### src/rtl/ps2_pkg.sv
// ---------------------------------------------------------------------------
// ps2_pkg
// Shared definitions for the PS/2 receive path.
//   ps2_state_t      frame FSM encoding (IDLE=0, DATA=1, PARITY=2, STOP=3)
//   PS2_PREFIX_EXT   extended-key prefix byte (E0)
//   PS2_PREFIX_BRK   key-release prefix byte (F0)
//   PS2_FRAME_BITS   bits per device-to-host frame (start, 8 data, parity, stop)
//   odd_parity_ok()  odd-parity check over a data byte plus its parity bit
// ---------------------------------------------------------------------------
package ps2_pkg;

   typedef enum logic [1:0] {
      IDLE   = 2'd0,
      DATA   = 2'd1,
      PARITY = 2'd2,
      STOP   = 2'd3
   } ps2_state_t;

   localparam logic [7:0] PS2_PREFIX_EXT = 8'hE0;
   localparam logic [7:0] PS2_PREFIX_BRK = 8'hF0;
   localparam int         PS2_FRAME_BITS = 11;

   // Returns 1 when byte and parity together hold an odd number of ones.
   function automatic logic odd_parity_ok(input logic [7:0] byte_v, input logic par_v);
      return ^{byte_v, par_v};
   endfunction

endpackage

### src/rtl/ps2_pin_filter.sv
// ---------------------------------------------------------------------------
// ps2_pin_filter
// Synchronises one raw PS/2 pin, de-glitches it, and flags falling edges.
//   clk          system clock
//   reset        asynchronous active-low reset (filtered level resets high)
//   pin          raw asynchronous pin, idle high
//   fall_strobe  1-cycle pulse when the filtered level goes 1 -> 0
// The filtered level changes only after FILTER_LEN consecutive synchronised
// samples disagree with it; any agreeing sample restarts the count.
// ---------------------------------------------------------------------------
module ps2_pin_filter
   import ps2_pkg::*;
#(
   parameter int SYNC_STAGES = 2,
   parameter int FILTER_LEN  = 8
) (
   input  logic clk,
   input  logic reset,
   input  logic pin,
   output logic fall_strobe
);

   localparam int             CW       = $clog2(FILTER_LEN + 1);
   localparam logic [CW-1:0]  CNT_LAST = CW'(FILTER_LEN - 1);

   logic [SYNC_STAGES-1:0] sync_r;
   logic                   sync_s;
   logic                   level_r;
   logic [CW-1:0]          flt_cnt_r;
   logic                   strobe_r;

   assign sync_s      = sync_r[SYNC_STAGES-1];
   assign fall_strobe = strobe_r;

   // Metastability chain, reset to the idle-high pin level.
   always_ff @(posedge clk or negedge reset) begin
      if (!reset) begin
         sync_r <= '1;
      end else begin
         sync_r <= {sync_r[SYNC_STAGES-2:0], pin};
      end
   end

   // Glitch filter and registered falling-edge strobe.
   always_ff @(posedge clk or negedge reset) begin
      if (!reset) begin
         level_r   <= 1'b1;
         flt_cnt_r <= '0;
         strobe_r  <= 1'b0;
      end else begin
         strobe_r <= 1'b0;
         if (sync_s == level_r) begin
            flt_cnt_r <= '0;
         end else if (flt_cnt_r == CNT_LAST) begin
            level_r   <= sync_s;
            flt_cnt_r <= '0;
            // Old level 1 means this accepted change is a falling edge.
            strobe_r  <= level_r;
         end else begin
            flt_cnt_r <= flt_cnt_r + CW'(1);
         end
      end
   end

endmodule

### src/rtl/ps2_frame_receiver.sv
// ---------------------------------------------------------------------------
// ps2_frame_receiver
// PS/2 front end: pin conditioning plus 11-bit device-to-host frame
// deserialiser delivering parity/stop-checked scan bytes.
//   clk         system clock (100 MHz nominal)
//   reset       asynchronous active-low reset
//   PS2_clk     raw PS/2 clock pin, idle high
//   PS2_dat     raw PS/2 data pin, idle high
//   data        last good scan byte, held until the next good byte
//   data_valid  1-cycle pulse, data updated
//   parity_err  1-cycle pulse, frame dropped on odd-parity failure
//   frame_err   1-cycle pulse, frame dropped on bad stop bit or timeout
//   released    break prefix (F0) preceded data
//   extended    E0 prefix preceded data
// Optional macro PS2_BREAK_DECODE_EN: absorbs E0/F0 prefix bytes into the
// released/extended qualifiers. Without it every good byte is emitted raw
// and released/extended are tied 0.
// ---------------------------------------------------------------------------
module ps2_frame_receiver
   import ps2_pkg::*;
#(
   parameter int SYNC_STAGES = 2,
   parameter int FILTER_LEN  = 8,
   parameter int TIMEOUT_CYC = 100_000
) (
   input  logic       clk,
   input  logic       reset,
   input  logic       PS2_clk,
   input  logic       PS2_dat,
   output logic [7:0] data,
   output logic       data_valid,
   output logic       parity_err,
   output logic       frame_err,
   output logic       released,
   output logic       extended
);

   localparam int            DATA_BITS = PS2_FRAME_BITS - 3;
   localparam logic [2:0]    LAST_BIT  = 3'(DATA_BITS - 1);
   localparam int            TW        = $clog2(TIMEOUT_CYC + 1);
   localparam logic [TW-1:0] TO_LAST   = TW'(TIMEOUT_CYC - 1);
   localparam logic [TW-1:0] TO_MAX    = TW'(TIMEOUT_CYC);

   logic                   strobe_s;
   logic [SYNC_STAGES-1:0] dat_sync_r;
   logic                   dat_s;

   ps2_state_t    state_r;
   logic [2:0]    bit_cnt_r;
   logic [7:0]    shift_r;
   logic          parity_r;
   logic [TW-1:0] to_cnt_r;
   logic [7:0]    data_r;
   logic          dv_r;
   logic          pe_r;
   logic          fe_r;
`ifdef PS2_BREAK_DECODE_EN
   logic          rel_r;
   logic          ext_r;
   logic          pend_ext_r;
   logic          pend_brk_r;
`endif

   ps2_pin_filter #(
      .SYNC_STAGES (SYNC_STAGES),
      .FILTER_LEN  (FILTER_LEN)
   ) u_clk_filter (
      .clk         (clk),
      .reset       (reset),
      .pin         (PS2_clk),
      .fall_strobe (strobe_s)
   );

   assign dat_s = dat_sync_r[SYNC_STAGES-1];

   // Data pin needs synchronisation only; it is sampled on the clock strobe.
   always_ff @(posedge clk or negedge reset) begin
      if (!reset) begin
         dat_sync_r <= '1;
      end else begin
         dat_sync_r <= {dat_sync_r[SYNC_STAGES-2:0], PS2_dat};
      end
   end

   // Frame FSM, inter-bit timeout and registered outputs.
   always_ff @(posedge clk or negedge reset) begin
      if (!reset) begin
         state_r    <= IDLE;
         bit_cnt_r  <= 3'd0;
         shift_r    <= 8'h00;
         parity_r   <= 1'b0;
         to_cnt_r   <= '0;
         data_r     <= 8'h00;
         dv_r       <= 1'b0;
         pe_r       <= 1'b0;
         fe_r       <= 1'b0;
`ifdef PS2_BREAK_DECODE_EN
         rel_r      <= 1'b0;
         ext_r      <= 1'b0;
         pend_ext_r <= 1'b0;
         pend_brk_r <= 1'b0;
`endif
      end else begin
         dv_r <= 1'b0;
         pe_r <= 1'b0;
         fe_r <= 1'b0;
         // A strobe always wins over a coincident timeout.
         if (strobe_s) begin
            to_cnt_r <= '0;
            case (state_r)
               IDLE: begin
                  // A high data bit here is a spurious edge and is ignored.
                  if (!dat_s) begin
                     state_r   <= DATA;
                     bit_cnt_r <= 3'd0;
                  end
               end
               DATA: begin
                  shift_r   <= {dat_s, shift_r[7:1]};
                  bit_cnt_r <= bit_cnt_r + 3'd1;
                  if (bit_cnt_r == LAST_BIT) begin
                     state_r <= PARITY;
                  end
               end
               PARITY: begin
                  parity_r <= dat_s;
                  state_r  <= STOP;
               end
               STOP: begin
                  state_r <= IDLE;
                  if (!dat_s) begin
                     fe_r <= 1'b1;
`ifdef PS2_BREAK_DECODE_EN
                     pend_ext_r <= 1'b0;
                     pend_brk_r <= 1'b0;
`endif
                  end else if (!odd_parity_ok(shift_r, parity_r)) begin
                     pe_r <= 1'b1;
`ifdef PS2_BREAK_DECODE_EN
                     pend_ext_r <= 1'b0;
                     pend_brk_r <= 1'b0;
`endif
                  end else begin
`ifdef PS2_BREAK_DECODE_EN
                     if (shift_r == PS2_PREFIX_EXT) begin
                        pend_ext_r <= 1'b1;
                     end else if (shift_r == PS2_PREFIX_BRK) begin
                        pend_brk_r <= 1'b1;
                     end else begin
                        data_r     <= shift_r;
                        dv_r       <= 1'b1;
                        rel_r      <= pend_brk_r;
                        ext_r      <= pend_ext_r;
                        pend_ext_r <= 1'b0;
                        pend_brk_r <= 1'b0;
                     end
`else
                     data_r <= shift_r;
                     dv_r   <= 1'b1;
`endif
                  end
               end
               default: begin
                  state_r <= IDLE;
               end
            endcase
         end else if (state_r != IDLE) begin
            if (to_cnt_r == TO_LAST) begin
               // Counter reaches TIMEOUT_CYC on this edge: abandon the frame.
               fe_r     <= 1'b1;
               state_r  <= IDLE;
               to_cnt_r <= TO_MAX;
`ifdef PS2_BREAK_DECODE_EN
               pend_ext_r <= 1'b0;
               pend_brk_r <= 1'b0;
`endif
            end else if (to_cnt_r != TO_MAX) begin
               to_cnt_r <= to_cnt_r + TW'(1);
            end
         end
      end
   end

   assign data       = data_r;
   assign data_valid = dv_r;
   assign parity_err = pe_r;
   assign frame_err  = fe_r;
`ifdef PS2_BREAK_DECODE_EN
   assign released   = rel_r;
   assign extended   = ext_r;
`else
   assign released   = 1'b0;
   assign extended   = 1'b0;
`endif

endmodule

### config.mk
export PLATFORM = sky130hd
export DESIGN_NAME = ps2_frame_receiver
export DESIGN_NICKNAME = d
export VERILOG_FILES = /design/src/rtl/ps2_pkg.sv /design/src/rtl/ps2_pin_filter.sv /design/src/rtl/ps2_frame_receiver.sv
export SDC_FILE = /design/constraint.sdc
export NUM_CORES = 1
export LEC_CHECK = 0
export CAP_MARGIN = 25
export CORE_ASPECT_RATIO = 0.9
export CORE_MARGIN = 5
export CORE_UTILIZATION = 25
export DETAILED_ROUTE_END_ITERATION = 16
export PLACE_DENSITY = 0.45
export SLEW_MARGIN = 10
export SYNTH_ARGS = -nofsm -noshare
export SYNTH_HDL_FRONTEND = slang
export SYNTH_SLANG_ARGS = --single-unit
### constraint.sdc
create_clock -name clk -period 5.3 [get_ports clk]
set_clock_uncertainty 0.15 [all_clocks]
set_input_delay 1.59 -clock clk [delete_from_list [all_inputs] [get_ports clk]]
set_output_delay 1.59 -clock clk [all_outputs]
set_load 0.03 [all_outputs]
---- After elaboration in Yosys (flattened, before gate mapping) ----
Cells that the tools add are included.
Widths: inputs -> output; s select.
cells by class
  multiplexer cells ....................... 29
  bitwise gates (word level) .............. 1
  reductions and logical operators ........ 14
  add/sub/neg operators ................... 3
  equality and inequality tests ........... 11
operators by type and width
  kind                   number
  $mux 17                4
  $add 17x1->17 const B  1
  $eq 17x17->1 const B   1
  $ne 17x17->1 const B   1
  $mux 1                 15
  $mux 2                 5
  $reduce_xor 9->1       1
  $mux 4                 2
  $pmux 2 s4             1
  $reduce_and 2->1       4
  $reduce_and 4->1       2
  $reduce_bool 2->1      4
  $ne 3x3->1 const B     2
  $pmux 3 s2             1
  $add 4x1->4 const B    1
  $eq 2x2->1 const B     2
  $eq 4x3->1 const B     1
  $add 3x1->3 const B    1
  $eq 3x3->1 const B     1
  $mux 3                 1
  $reduce_and 3->1       1
  $reduce_bool 3->1      1
  $eq 2x1->1 const B     1
  $logic_not 2->1        1
  other kinds (3)        3
word-level totals
  bits of input ports ..................... 4
  logic and storage cells ................. 72
  register bits ........................... 52
  output and inout bits ................... 13

---- Depth between registers and ports, before layout ----
  depth after elaboration ................. 5
  depth in mapped cells ................... 7
  gate-level depth less buffers ........... 7

---- Modules after synthesis ----
A second synthesis with hierarchy kept.
second synthesis, totals
  cell total of the unflattened synthesis .. 222
  area total of the unflattened synthesis .. 2633.8 µm²
by module, submodules not included
  module              area each (µm²)  times used  cells each  sequential area each (µm²)
  ps2_frame_receiver  2312.2           1           201         1103.6
  ps2_pin_filter      321.6            1           21          203.9

---- Worst setup path before layout ----
OpenSTA, ideal clock, no wires.
  path type ............................... register to output
  start ................................... reg data_r[7] (netlist: data[7])
  end ..................................... out data[7]
  path slack .............................. 3.064 ns
  arrival ................................. 0.496 ns
  cell stages (with the launch flop) ...... 1
  cell sequence ........................... dfrtp_1
RTL lines
  what                      line                       text
  start: declaration        ps2_frame_receiver.sv:53   logic [7:0] data_r;
  start signal: assignment  ps2_frame_receiver.sv:158  data_r <= shift_r;
  end: declaration          ps2_frame_receiver.sv:30   output logic [7:0] data,
No word-level cell between the ends.

---- Final worst setup path ----
  start ................................... reg data_r[7] (netlist: data[7])
  end ..................................... out data[7]
No word-level cell between the ends.

==> run_results.csv <==
group,metric,value,unit
status,outcome,"complete, no violations",
pwr,p_sw_share,22.12,%
global_route,grt_antenna_before_repair,0,
sta,fin_crit_sh,58.15,%
sta,grt_setup_unrepaired,"no",
worst_setup_path,worst_setup_path_end_kind,"primary output",
floorplan,floorplan.die.width,116.8,um
worst_setup_path,critPathRequiredTime,3560,ps
synthesis,synth_seq_area_share,50.93,%
synthesis,synth-seq-cells,52,
clocking,cts.hold.buffers_added,0,
synthesis,synth-async-reset-ratio,100.0,%
worst_setup_path,worst_path_dominant_cell_family,"buffers and inverters",
synthesis,postSynthAreaPerCell,10.93,um2
pwr,pwr-share-comb,5.4,%
synthesis,ys_warn_count,0,
floorplan,vertical_extent_of_the_die,106.1,um
worst_setup_path,cpMaxStageDelayCell,"clkdlybuf4s50_1",
worst_setup_path,crit_path_max_incr_delay,680,ps
placed_design,dpl.cell_count,374,
final_layout,share_of_cells_above_drive_strength_1,16.60,%
routing,firstDrtPassIters,4,
sta,final-max-slew-violation-count,0,
worst_setup_path,timing.critical_path.cells,"clkdlybuf4s50_1",
worst_setup_path,crit_path_max_fanout,3,
worst_setup_path,worstSetupStartpointType,"register",
floorplan,core.rowCount,35,
global_route,grt_pass1_vias,1735,
clocking,cell_at_the_root_of_the_clock_tree,"clkbuf_16",
pwr,irDropWorstVdd,0.1286,mV
clocking,max-clock-path-buffers,2,
routing,remaining_drc_errors,0,
pwr,power_switching,187.6,uW
placed_design,dp.final_hpwl,3402,um
routing,detailedRoute.firstIterationViolations,56,
clocking,number_of_sinks_driven_by_the_clock_tree,52,
pwr,finalPower,847.9,uW
clocking,clkSlewWorstSetupHoldPaths,70,ps
routing,num_vias,1742,
synthesis,synth_instances,235,
clocking,cts.repair_timing.setup_buffer_count,0,
sta,report.final.setup_viol,0,
worst_setup_path,crit_path_start,"data[7]$_DFFE_PN0P_",
clocking,h_tree_levels,2,
worst_setup_path,r2r-end,"data[3]$_DFFE_PN0P_",
sta,max_slew.worst_pin.slew,675.6,ps
placed_design,number_of_buffers_inserted_by_port_buffering,14,
synthesis,synth_cell_type_count,49,
min_path,hold_class,"register to register",
run,max-cap-violations,0,
pwr,power.density_cell_area,282.2,mW/mm2
clocking,cts_resized,0,
final_layout,num_antenna_cells,0,
worst_setup_path,worst-r2r-setup-slack,2890,ps
sta,post-route-min-period,3082,ps
clocking,clock_tree_from_tritoncts,"done",
placed_design,placer_congestion,0.7828,
pwr,leakage_power_summed_over_all_cells,0.001265,uW
sta,max_freq,324.5,MHz
floorplan,floorplan.io_pins,17,
routing,wl_per_cell,13.12,um
global_route,track_usage,8.650,%
worst_setup_path,timing.critical_path.depth,1,
global_route,global_route_total_overflow,0,
worst_setup_path,r2r_cells,4,
synthesis,synth_enable_flop_cells,0,
floorplan,die_area,0.01240,mm2
routing,total_wirelength,5011,um
pwr,share_clk_of_total_power,44.2,%
sta,slew_headroom,54.96,%
sta,setup_total_negative_slack,0,ps
worst_setup_path,timing.rr.start,"u_clk_filter.fall_strobe$_DFF_PN0_",
floorplan,placeable_core_region,0.01016,mm2
synthesis,synth_area,0.002567,mm2
pwr,power_report.internal_total,660.3,uW
clocking,cts_buffers,5,
routing,routed_via_density,4.560,
worst_setup_path,critical_path_buf_inv_count,1,
worst_setup_path,timing.critical_path.to,"data[7]",
global_route,maximum_number_of_pins_on_one_net_before_global_route_repair,53,
final_layout,stdcell_count,382,
clocking,clk-insertion-delay-late,290,ps
sta,final_hold_viol_count,0,
pwr,pwr-share-seq,50.5,%
worst_setup_path,cp.arrival,1340,ps
floorplan,initial_utilization,25.27,%
worst_setup_path,worstSetupPathType,"register to primary output",
final_layout,area_growth_syn_to_layout,17.01,%
sta,finalHoldWorstSlack,206.9,ps
routing,ant_nets,0,
final_layout,layout.nets,266,
global_route,grt_first_pass_wirelength,8694,um
synthesis,synth_ff_type,"dfrtp_1",
stage by stage:
stage / util, % / setup WS [ps] / cell area [um2]
global route: 29.57 / 2179 / 3004
floorplan: - / 3064 / 2571
detailed placement: 27.92 / 2518 / 2836
finish: 29.57 / 2218 / 3004
global placement: 27.92 / 2533 / 2836
CTS: 29.57 / 2198 / 3004
cell families (layout without fill, tap and decap cells):
group	count (synthesis)	count (layout)	synth area share [%]
muxes	18	18	7.992
adders and majority gates	10	10	4.873
other	1	2	0.1461
AOI/OAI and AO/OA	37	37	9.748
and+or+nand+nor	85	85	17.69
DFF	52	52	50.93
buffers and inverters	15	32	2.826
xor gates and xnor gates	17	17	5.800
synthesized netlist by cell type (3+ instances only):
cell | instances | share of area, %
dfrtp_1 | 47 | 46
nand2_1 | 21 | 3.1
nor2_1 | 19 | 2.8
mux2_2 | 17 | 7.5
xnor2_1 | 15 | 5.1
o21ai_0 | 12 | 2.3
ha_1 | 10 | 4.9
inv_1 | 9 | 1.3
a21oi_1 | 8 | 1.6
nand3_1 | 8 | 1.6
dfstp_2 | 5 | 5.1
nand4_1 | 5 | 1.2
nor3_1 | 5 | 0.97
and4_1 | 4 | 1.4
a32o_1 | 3 | 1.2
nor3b_1 | 3 | 0.88
or2_2 | 3 | 0.73
flip-flops by register name, indices dropped and copies added, names as in the netlist:
register / flops
u_clk_filter.level_r: 1
data_valid: 1
data: 8
state_r: 2
shift_r: 8
u_clk_filter.flt_cnt_r: 4
dat_sync_r: 2
to_cnt_r: 17
parity_err: 1
u_clk_filter.sync_r: 2
frame_err: 1
parity_r: 1
u_clk_filter.fall_strobe: 1
bit_cnt_r: 3
cell usage in the layout (no fill, tap or decap), types with 3 or more instances in the layout:
| master | n |
|---|---|
| nand4_1 | 5 |
| clkdlybuf4s50_1 | 13 |
| clkbuf_16 | 5 |
| nor3_1 | 5 |
| nor2_1 | 19 |
| a32o_1 | 3 |
| o21ai_0 | 12 |
| dfrtp_1 | 47 |
| nor3b_1 | 3 |
| mux2_2 | 17 |
| nand2_1 | 21 |
| xnor2_1 | 15 |
| or2_2 | 3 |
| ha_1 | 10 |
| inv_1 | 9 |
| dfstp_2 | 5 |
| nand3_1 | 8 |
| a21oi_1 | 8 |
| and4_1 | 4 |
power groups by stage:
stage          Sequential, uW  Clock (uW)  Combinational [uW]
2_1_floorplan             433           0                31.9
4_1_cts                   428         387                47.3
5_1_grt                   431         404                52.7
6_report                  428         374                45.5
3_3_place_gp              435           0                46.6
3_5_place_dp              436           0                47.0
worst min path at each step:
stage / from / to / slack (ps) / cells past startpoint
2_1_floorplan: dat_sync_r[0]$_DFF_PN1_ / dat_sync_r[1]$_DFF_PN1_ / 200 / 0
3_3_place_gp: u_clk_filter.sync_r[0]$_DFF_PN1_ / u_clk_filter.sync_r[1]$_DFF_PN1_ / 200 / 0
3_5_place_dp: dat_sync_r[0]$_DFF_PN1_ / dat_sync_r[1]$_DFF_PN1_ / 200 / 0
4_1_cts: dat_sync_r[0]$_DFF_PN1_ / dat_sync_r[1]$_DFF_PN1_ / 210 / 0
5_1_grt: dat_sync_r[0]$_DFF_PN1_ / dat_sync_r[1]$_DFF_PN1_ / 210 / 0
6_report: dat_sync_r[0]$_DFF_PN1_ / dat_sync_r[1]$_DFF_PN1_ / 210 / 0
layer usage:
layer	routed length (um)	track usage, %	vias up
li1	-	-	860
met1	2629	12.54	849
met2	2132	12.71	26
met3	196	2.220	7
met4	53	2.293	0
met5	0	0	-
final cells by class:
cell class / instances / area (um2)
clock buffer: 6 / 128.9
multi-input combinational: 169 / 1191
tap: 129 / 161.4
clock inverter: 2 / 38.79
sequential: 52 / 1308
fill: 1069 / 7156
inverter: 9 / 33.78
timing repair buffer: 15 / 142.6
Power figures use the tool's default switching activity.
